<file path="src/rtl/uart_pkg.sv">
// uart_pkg: shared UART receive-path types and defaults
package uart_pkg;
  localparam int FIFO_DEPTH = 8;
  typedef enum logic {IDLE, ACK} cap_state_t;
  typedef logic [7:0] byte_t;
endpackage

</file>
<file path="src/rtl/rx_fifo_mem.sv">
// rx_fifo_mem: DEPTH x 8 storage, one synchronous write port, one asynchronous read port
module rx_fifo_mem
  import uart_pkg::*;
#(
  parameter int DEPTH = FIFO_DEPTH,
  localparam int AW = $clog2(DEPTH)
) (
  input  logic          clk,
  input  logic          we,
  input  logic [AW-1:0] waddr,
  input  logic [7:0]    wdata,
  input  logic [AW-1:0] raddr,
  output logic [7:0]    rdata
);
  byte_t mem [DEPTH];
  always_ff @(posedge clk)
    if (we) mem[waddr] <= wdata;
  assign rdata = mem[raddr];
endmodule

</file>
<file path="src/rtl/rx_fifo.sv">
// rx_fifo: UART receive FIFO with one-shot capture handshake and sticky overrun flag
module rx_fifo
  import uart_pkg::*;
#(
  parameter int DEPTH = FIFO_DEPTH
) (
  input  logic                   clk,
  input  logic                   rst_n,
  input  logic                   rda,
  input  logic [7:0]             receive_read_line,
  output logic                   receive_read_en,
  input  logic                   pop,
  output logic [7:0]             rdata,
  output logic                   empty,
  output logic                   full,
  output logic [$clog2(DEPTH):0] count,
  output logic                   overrun,
  input  logic                   overrun_clr
);
  localparam int AW = $clog2(DEPTH);
  localparam int CW = AW + 1;
  cap_state_t state, state_nx;
  logic [AW-1:0] wr_ptr, rd_ptr;
  logic [7:0] head;
  logic push, do_pop, drop;
  always_ff @(posedge clk or negedge rst_n)
    if (!rst_n) state <= IDLE;
    else state <= state_nx;
  always_comb state_nx = (state == IDLE && rda) ? ACK : IDLE;
  // the ack is gated by rst_n so nothing is acknowledged while reset is held
  always_comb receive_read_en = rst_n && state == IDLE && rda;
  assign empty  = count == '0;
  assign full   = count == CW'(DEPTH);
  assign push   = receive_read_en && (!full || pop);
  assign do_pop = pop && !empty;
  assign drop   = receive_read_en && full && !pop;
  always_ff @(posedge clk or negedge rst_n)
    if (!rst_n) begin
      wr_ptr  <= '0;
      rd_ptr  <= '0;
      count   <= '0;
      overrun <= 1'b0;
    end else begin
      wr_ptr  <= wr_ptr + AW'(push);
      rd_ptr  <= rd_ptr + AW'(do_pop);
      count   <= count + CW'(push) - CW'(do_pop);
      overrun <= drop ? 1'b1 : overrun_clr ? 1'b0 : overrun;
    end
  rx_fifo_mem #(.DEPTH(DEPTH)) u_mem (
    .clk  (clk),
    .we   (push),
    .waddr(wr_ptr),
    .wdata(receive_read_line),
    .raddr(rd_ptr),
    .rdata(head)
  );
  assign rdata = empty ? 8'h00 : head;
endmodule
</file>
<file path="config.mk">
export PLATFORM = sky130hd
export DESIGN_NAME = rx_fifo
export DESIGN_NICKNAME = d
export VERILOG_FILES = /design/src/rtl/uart_pkg.sv /design/src/rtl/rx_fifo_mem.sv /design/src/rtl/rx_fifo.sv
export SDC_FILE = /design/constraint.sdc
export NUM_CORES = 1
export LEC_CHECK = 0
export BUFFER_PORTS_ARGS = -buffer_cell sky130_fd_sc_hd__buf_4
export CAP_MARGIN = 25
export CELL_PAD_IN_SITES_DETAIL_PLACEMENT = 0
export CELL_PAD_IN_SITES_GLOBAL_PLACEMENT = 2
export CORE_MARGIN = 5
export CORE_UTILIZATION = 30
export CTS_BUF_LIST = sky130_fd_sc_hd__clkbuf_8
export CTS_CLUSTER_SIZE = 16
export DETAILED_ROUTE_END_ITERATION = 12
export HOLD_SLACK_MARGIN = 0.03
export PLACE_DENSITY_LB_ADDON = 0.2
export SYNTH_ARGS = -nofsm -noshare
export SYNTH_HDL_FRONTEND = slang
export SYNTH_SLANG_ARGS = --single-unit
</file>
<file path="constraint.sdc">
create_clock -name clk -period 2.25 [get_ports clk]
set_input_delay 0.225 -clock clk [delete_from_list [all_inputs] [get_ports clk]]
set_output_delay 0.225 -clock clk [all_outputs]
set_load 0.05 [all_outputs]
</file>
==> results of run 1 <==
==> power by group through the flow <==
stage	clock, uW	combinational, uW	sequential [uW]
6_report	1330	2480	1810
5_1_grt	1440	2680	1830
4_1_cts	1360	2450	1810
3_5_place_dp	0	2420	1840
3_3_place_gp	0	2420	1830
2_1_floorplan	0	1640	1970
==> cell usage after synthesis <==
master / number / area [um^2]
xor2_1: 4 / 35.0
dfrtp_1: 12 / 300
buf_2: 1 / 5.00
nor3b_1: 1 / 7.51
fa_1: 1 / 20.0
nor3_2: 8 / 80.1
buf_6: 3 / 33.8
ha_1: 10 / 125
nor2_1: 7 / 26.3
nor3b_2: 1 / 12.5
buf_12: 1 / 20.0
or4b_4: 1 / 13.8
nor3_1: 2 / 10.0
and2_1: 1 / 6.26
inv_1: 8 / 30.0
a22o_1: 16 / 140
nand2_1: 2 / 7.51
mux2i_1: 32 / 320
a21oi_1: 1 / 5.00
edfxtp_1: 64 / 1920
buf_1: 3 / 11.3
nand3_1: 1 / 5.00
a21o_1: 1 / 7.51
nor2b_1: 4 / 25.0
nand2b_1: 2 / 12.5
o22ai_1: 1 / 6.26
nand3b_1: 1 / 7.51
and3b_1: 1 / 8.76
==> flip-flops by register name, indices dropped and copies added (netlist names) <==
name and flops:
count 4, overrun 1, rd_ptr 3, state 1, u_mem.mem 64, wr_ptr 3
==> layer usage <==
| layer | part of all wire | wire (um) | vias to the layer above | GRT usage |
|---|---|---|---|---|
| met5 | 0 | 0 | - | 0 |
| met2 | 0.50 | 3270 | 39 | 0.185 |
| met1 | 0.44 | 2880 | 834 | 0.130 |
| li1 | - | - | 812 | - |
| met3 | 0.040 | 262 | 7 | 0.0326 |
| met4 | 0.015 | 97 | 0 | 0.0409 |
==> worst reg2reg max path: stages (launching register included) <==
cell and delay, ns:
dfrtp_2 0.41, inv_2 0.09, ha_4 0.13, or4b_4 0.50, nand2_4 0.11, ha_4 0.19
inv_1 0.08, ha_4 0.14, fa_2 0.42
==> layout make-up <==
| class | instances | area [um^2] |
|---|---|---|
| clock buffers | 9 | 124 |
| clock inverters | 7 | 140 |
| fillers | 1017 | 6380 |
| inverters | 8 | 30.0 |
| multi-input cells | 98 | 960 |
| flip-flops and latches | 76 | 2220 |
| well taps | 136 | 170 |
| repair buffers | 43 | 338 |
==> stage by stage <==
stage	std cells	setup WS [ns]	power, uW
2_1_floorplan	190	-0.500	3600
3_3_place_gp	356	-0.00482	4250
3_5_place_dp	356	-0.0227	4250
4_1_cts	374	0.00589	5610
5_1_grt	377	0.00878	5950
6_report	377	0.0899	5620
==> kinds of logic after synthesis <==
| kind of cell | Yosys count | share of synthesized area |
|---|---|---|
| AO/OA/AOI/OAI | 19 | 0.0496 |
| XOR/XNOR | 4 | 0.0109 |
| adder cells (fa/ha/maj) | 11 | 0.0453 |
| buffers and inverters | 16 | 0.0312 |
| flip-flops | 76 | 0.693 |
| multiplexers | 32 | 0.100 |
| AND/OR/NAND/NOR | 32 | 0.0695 |
==> worst min-delay path by stage <==
stage and to:
4_1_cts overrun, 3_5_place_dp state, 3_3_place_gp state, 5_1_grt overrun
6_report overrun, 2_1_floorplan count[0]
==> timing repair <==
item / in CTS / in global routing
cloned: 0 / 0
resized for setup: 4 / 9
pin swaps: 1 / 4
hold buffers: 1 / 0
setup buffers: 1 / 3
endpoints found under the hold margin: 12 / 0
endpoints found under the setup margin: 9 / 29
==> results.py, run 1 <==
metrics = {
    "status": {
        "outcome": "finished, final reports clean",
    },
    "layout": {
        "final_layout_size_suffix_gt1_frac": 0.336,
        "antenna_cells": 0,
        "final_util": 0.384,
        "final_area_mm2": 0.00399,
        "finalNetCount": 260,
        "final_cell_mix": "edfxtp_1 (64), buf_4 (41), mux2i_1 (32), a22o_1 (16), dfrtp_1 (10)",
        "areaGrowthSynthToFinish_pct": 24.4,
        "final_common_cell": "edfxtp_1",
    },
    "worst_setup_path": {
        "crit_start": "count[2]",
        "critPathTopFamily": "adder cells",
        "cpMostUsedCell": "ha_4",
        "start_kind": "flop",
        "r2r-start": "count[2]",
        "cpMaxStageDelayCell": "or4b_4",
        "r2r_end": "count[1]",
        "path_class": "flop to flop",
        "endpoint": "count[1]",
        "worst_path_largest_cell_delay_ns": 0.49,
        "r2r_cells": 8,
        "cp_num_cells": 8,
        "crit_buf_inv": 2,
        "r2r_setup_slack_ns": 0.09,
        "crit_arrival_ns": 2.39,
        "worstSetupEndpointType": "flop",
        "cp_max_fo": 4,
        "cp.required_ns": 2.48,
        "path_cells": "inv_2 > ha_4 > or4b_4 > nand2_4 > ha_4 > inv_1 > ha_4 > fa_2",
    },
    "routing": {
        "drc_errors": 0,
        "drtIter0Drc": 55,
        "avgViaCountPerCell": 4.49,
        "antenna_left": 0,
        "firstDrtPassIters": 4,
        "wl_per_cell_um": 17.2,
        "vias": 1692,
        "wl_mm": 6.50,
    },
    "clocking": {
        "htreeDepth": 3,
        "clock_latency_ns": 0.35,
        "numCtsBuffers": 9,
        "tritoncts": "done",
        "path_clk_slew_ns": 0.08,
        "root_buffer": "clkbuf_8",
        "cts_buffer_depth": 2,
        "clkSinkCount": 76,
    },
    "place": {
        "dpl_cell_area_mm2": 0.00362,
        "gp_congestion": 0.698,
        "hpwl_mm": 4.15,
        "place.port_buffers": 28,
    },
    "grt": {
        "antenna_found_initial": 0,
        "grt_pass1_vias": 1795,
        "track_usage": 0.109,
        "grt_max_degree": 33,
        "grt_pass1_wl_mm": 10.1,
        "grt-ovfl-total": 0,
    },
    "power": {
        "power_leakage_uw": 0.00154,
        "p_switching_uw": 2140,
        "p_seq_frac": 0.322,
        "powerDensity_mw_per_mm2": 1410,
        "power.share.combinational": 0.442,
        "pwr-share-clk": 0.237,
        "p_int_uw": 3490,
        "vdd_ir_drop_max_uv": 822,
        "switching_share": 0.380,
    },
    "hold_path": {
        "hold_path_depth": 2,
        "worstHoldPathType": "input pin to flop",
        "min_from": "overrun_clr",
    },
    "timing": {
        "skew_ns": 0.0128,
        "fin_crit_ns": 2.16,
        "period_share": 0.960,
        "holdWs_ns": 0.0680,
        "drv_slew": 0,
        "worst_pin_slew_ns": 0.987,
        "grt_setup_unrepaired": "no",
        "fmax_mhz": 463,
        "setup-tns-final_ns": 0,
        "max_slew_margin": 0.339,
        "setup_violations": 0,
        "finalHoldViolCount": 0,
    },
    "floorplanning": {
        "start_util": 0.309,
        "row_count": 37,
        "die_width_um": 113,
        "die_h_um": 113,
        "fp.coreArea_mm2": 0.0104,
        "ioPinCount": 29,
        "die-area_mm2": 0.0128,
    },
    "yosys": {
        "synth_seq_cells": 76,
        "ys_warn_count": 0,
        "synth.net_count": 214,
        "syn_area_per_cell_um2": 16.9,
        "seq_area_frac_synth": 0.693,
        "synthDistinctLibCells": 28,
        "netlist_area_mm2": 0.00320,
        "synth_cells": 190,
    },
    "flow_run": {
        "drv_cap": 0,
    },
}
Note: power is estimated with default switching activity, not from simulation.
==> run 2, diff against run 1 <==
--- a/config.mk
+++ b/config.mk
@@ -9,7 +9,7 @@
 export CAP_MARGIN = 25
 export CELL_PAD_IN_SITES_DETAIL_PLACEMENT = 0
 export CELL_PAD_IN_SITES_GLOBAL_PLACEMENT = 2
-export CORE_MARGIN = 5
+export CORE_MARGIN = 1
 export CORE_UTILIZATION = 30
 export CTS_BUF_LIST = sky130_fd_sc_hd__clkbuf_8
 export CTS_CLUSTER_SIZE = 16
@@ -18,4 +18,5 @@
 export PLACE_DENSITY_LB_ADDON = 0.2
 export SYNTH_ARGS = -nofsm -noshare
 export SYNTH_HDL_FRONTEND = slang
+export SYNTH_HIERARCHICAL = 1
 export SYNTH_SLANG_ARGS = --single-unit
==> results.py, run 2 <==
metrics = {
    "clocking": {
        "cts_buffer_depth": 2,
        "clock_latency_ns": 0.34,
        "root_buffer": "clkbuf_8",
        "tritoncts": "done",
        "numCtsBuffers": 9,
        "clkSinkCount": 76,
        "htreeDepth": 3,
        "path_clk_slew_ns": 0.08,
    },
    "layout": {
        "areaGrowthSynthToFinish_pct": 24.6,
        "final_layout_size_suffix_gt1_frac": 0.444,
        "final_cell_mix": "edfxtp_1 (64), buf_4 (32), mux4_2 (14), buf_6 (10)",
        "fillCellCount": 975,
        "final_area_mm2": 0.00395,
        "largest_register_ffs": 64,
        "antenna_cells": 0,
        "seq_area_mm2": 0.00223,
        "finalNetCount": 235,
        "multi_input_area_um2": 880,
        "final_common_cell": "edfxtp_1",
        "top_regs": "u_mem/mem x64, count x4",
        "top_register": "u_mem/mem",
    },
    "yosys": {
        "netlist_area_mm2": 0.00317,
        "syn_area_per_cell_um2": 19.9,
        "synth_seq_cells": 76,
        "synth_compound_area_frac": 0.00592,
        "synth_most_common_cell": "edfxtp_1",
        "synth_cells": 159,
        "synth_commonest_cells": "edfxtp_1 (64), mux4_1 (15), dfrtp_1 (12)",
        "yosysTopAreaCellShare": 0.606,
        "synthDistinctLibCells": 25,
        "ys_warn_count": 6,
        "seq_area_frac_synth": 0.701,
        "async_flop_share": 0.158,
        "synthMuxAreaShare": 0.160,
        "synth.area.top_cells": "edfxtp_1 (61%), mux4_1 (12%), dfrtp_1 (9.5%)",
        "synth_top_area_cell": "edfxtp_1",
        "synthFlopType": "edfxtp_1",
        "synth.net_count": 183,
        "synth_edf_count": 64,
        "synth-simple-area-share": 0.0545,
        "yosys.area_share.xor_xnor": 0.0110,
        "synth_adder_area_share": 0.0458,
        "synth_top_family_by_area": "multiplexers",
    },
    "worst_setup_path": {
        "worst_path_largest_cell_delay_ns": 0.51,
        "crit_buf_inv": 3,
        "critPathTopFamily": "multiplexers",
        "crit_arrival_ns": 2.05,
        "cpMaxStageDelayCell": "mux4_2",
        "worstSetupEndpointType": "output pin",
        "cpMostUsedCell": "buf_6",
        "path_class": "flop to output pin",
        "r2r_setup_slack_ns": 0.16,
        "start_kind": "flop",
        "path_cells": "buf_6 > buf_12 > mux4_2 > mux2_4 > nor2b_4 > buf_6",
        "r2r_end": "count[3]",
        "cp_num_cells": 6,
        "cp.required_ns": 2.03,
        "cp_max_fo": 5,
        "r2r_cells": 11,
        "r2r-start": "count[2]",
    },
    "timing": {
        "skew_ns": 0.00787,
        "worst_slack_ns": -0.0234,
        "finalHoldViolCount": 0,
        "grt_setup_unrepaired": "yes",
        "period_share": 1.01,
        "max_slew_margin": 0.596,
        "fin_crit_ns": 2.27,
        "fmax_mhz": 440,
        "drv_slew": 0,
        "worst_pin_slew_ns": 0.606,
        "setup_violations": 5,
    },
    "floorplanning": {
        "row_count": 37,
        "ioPinCount": 29,
        "die-area_mm2": 0.0110,
        "start_util": 0.308,
        "die_h_um": 105,
        "die_width_um": 105,
        "fp.coreArea_mm2": 0.0103,
    },
    "routing": {
        "wl_per_cell_um": 18.4,
        "wl_mm": 6.49,
        "antenna_left": 0,
        "vias": 1594,
        "drtIter0Drc": 103,
        "drc_errors": 0,
        "avgViaCountPerCell": 4.53,
        "firstDrtPassIters": 4,
    },
    "place": {
        "gp_congestion": 0.736,
        "hpwl_mm": 3.90,
        "dpl_cell_area_mm2": 0.00365,
        "place.port_buffers": 28,
    },
    "hold_path": {
        "holdPathEnd": "overrun",
        "min_from": "overrun_clr",
        "hold_path_depth": 2,
        "worstHoldPathType": "input pin to flop",
    },
    "power": {
        "power_leakage_uw": 0.00146,
        "vdd_ir_drop_max_uv": 506,
        "finalPower_uw": 5420,
        "powerDensity_mw_per_mm2": 1370,
    },
    "status": {
        "outcome": "complete, but fails checks",
        "violations": "negative setup slack",
    },
    "grt": {
        "track_usage": 0.125,
        "grt_max_degree": 15,
        "grt-ovfl-total": 0,
        "grt_pass1_wl_mm": 9.65,
        "grt_pass1_vias": 1727,
        "antenna_found_initial": 0,
    },
    "flow_run": {
        "drv_cap": 0,
    },
}
-- run 2: cell count changes after synthesis, sizes merged, moves of 2 or more --
cell,change
a22o,-16
buf,-4
mux2,+8
mux2i,-32
mux4,+16
nand2,+2
nand2b,+2
nor2b,+6
nor3,-8
-- run 2: logic make-up (layout without fill, tap and decap cells) --
group                      Yosys count  after routing
AOI/OAI and AO/OA                    3              3
and+or+nand+nor                     29             29
muxes                               24             24
DFF                                 76             76
buffers and inverters               12             69
xor gates and xnor gates             4              4
adders and majority gates           11             11
-- run 2: cell type report --
class / instances / share of cell area
Clock buffer: 9 / 0.0313
Inverter: 7 / 0.00665
Timing Repair Buffer: 46 / 0.108
Tap cell: 136 / 0.0431
Sequential cell: 76 / 0.563
Multi-Input combinational cell: 71 / 0.223
Clock inverter: 7 / 0.0247
-- run 2: stage by stage --
stage          setup TNS [ns]  setup slack [ns]  utilization  hold slack [ns]  std cells
2_1_floorplan           -1.10            -0.374            -          -0.0706        159
3_3_place_gp                0             0.206        0.355            0.191        330
3_5_place_dp                0             0.134        0.355            0.201        330
4_1_cts                -0.417           -0.0690        0.383           0.0585        351
5_1_grt                -0.685           -0.0947        0.384           0.0596        352
6_report              -0.0611           -0.0234        0.384           0.0738        352
-- run 2: worst max-delay path by stage --
stage,start,endpoint,slack [ns]
final,rd_ptr[0],rdata[6],-0.02
after global routing,rd_ptr[0],rdata[1],-0.09
after CTS,rd_ptr[0],rdata[4],-0.07
after detailed placement,count[2],count[3],0.13
after global placement,count[3],count[2],0.21
after floorplan,count[2],count[2],-0.37
-- run 2: where the power goes --
| group | total, uW | internal [uW] | switching, uW |
|---|---|---|---|
| registers | 1890 | 1700 | 193 |
| logic | 2380 | 1120 | 1260 |
| clock network | 1150 | 630 | 518 |
-- run 2: metal layers --
layer	GRT usage	up-vias	routed length, um
met1	0.151	819	2890
met3	0.0231	10	220
met4	0.0634	0	113
met5	0	-	0
met2	0.212	50	3270
li1	-	715	-
-- run 2: what timing repair did --
action | CTS | global route
setup buffers | 3 | 1
hold buffers | 1 | 0
resized for setup | 15 | 18
setup endpoints to repair | 8 | 10
gates cloned | 1 | 1
hold endpoints to repair | 12 | 0
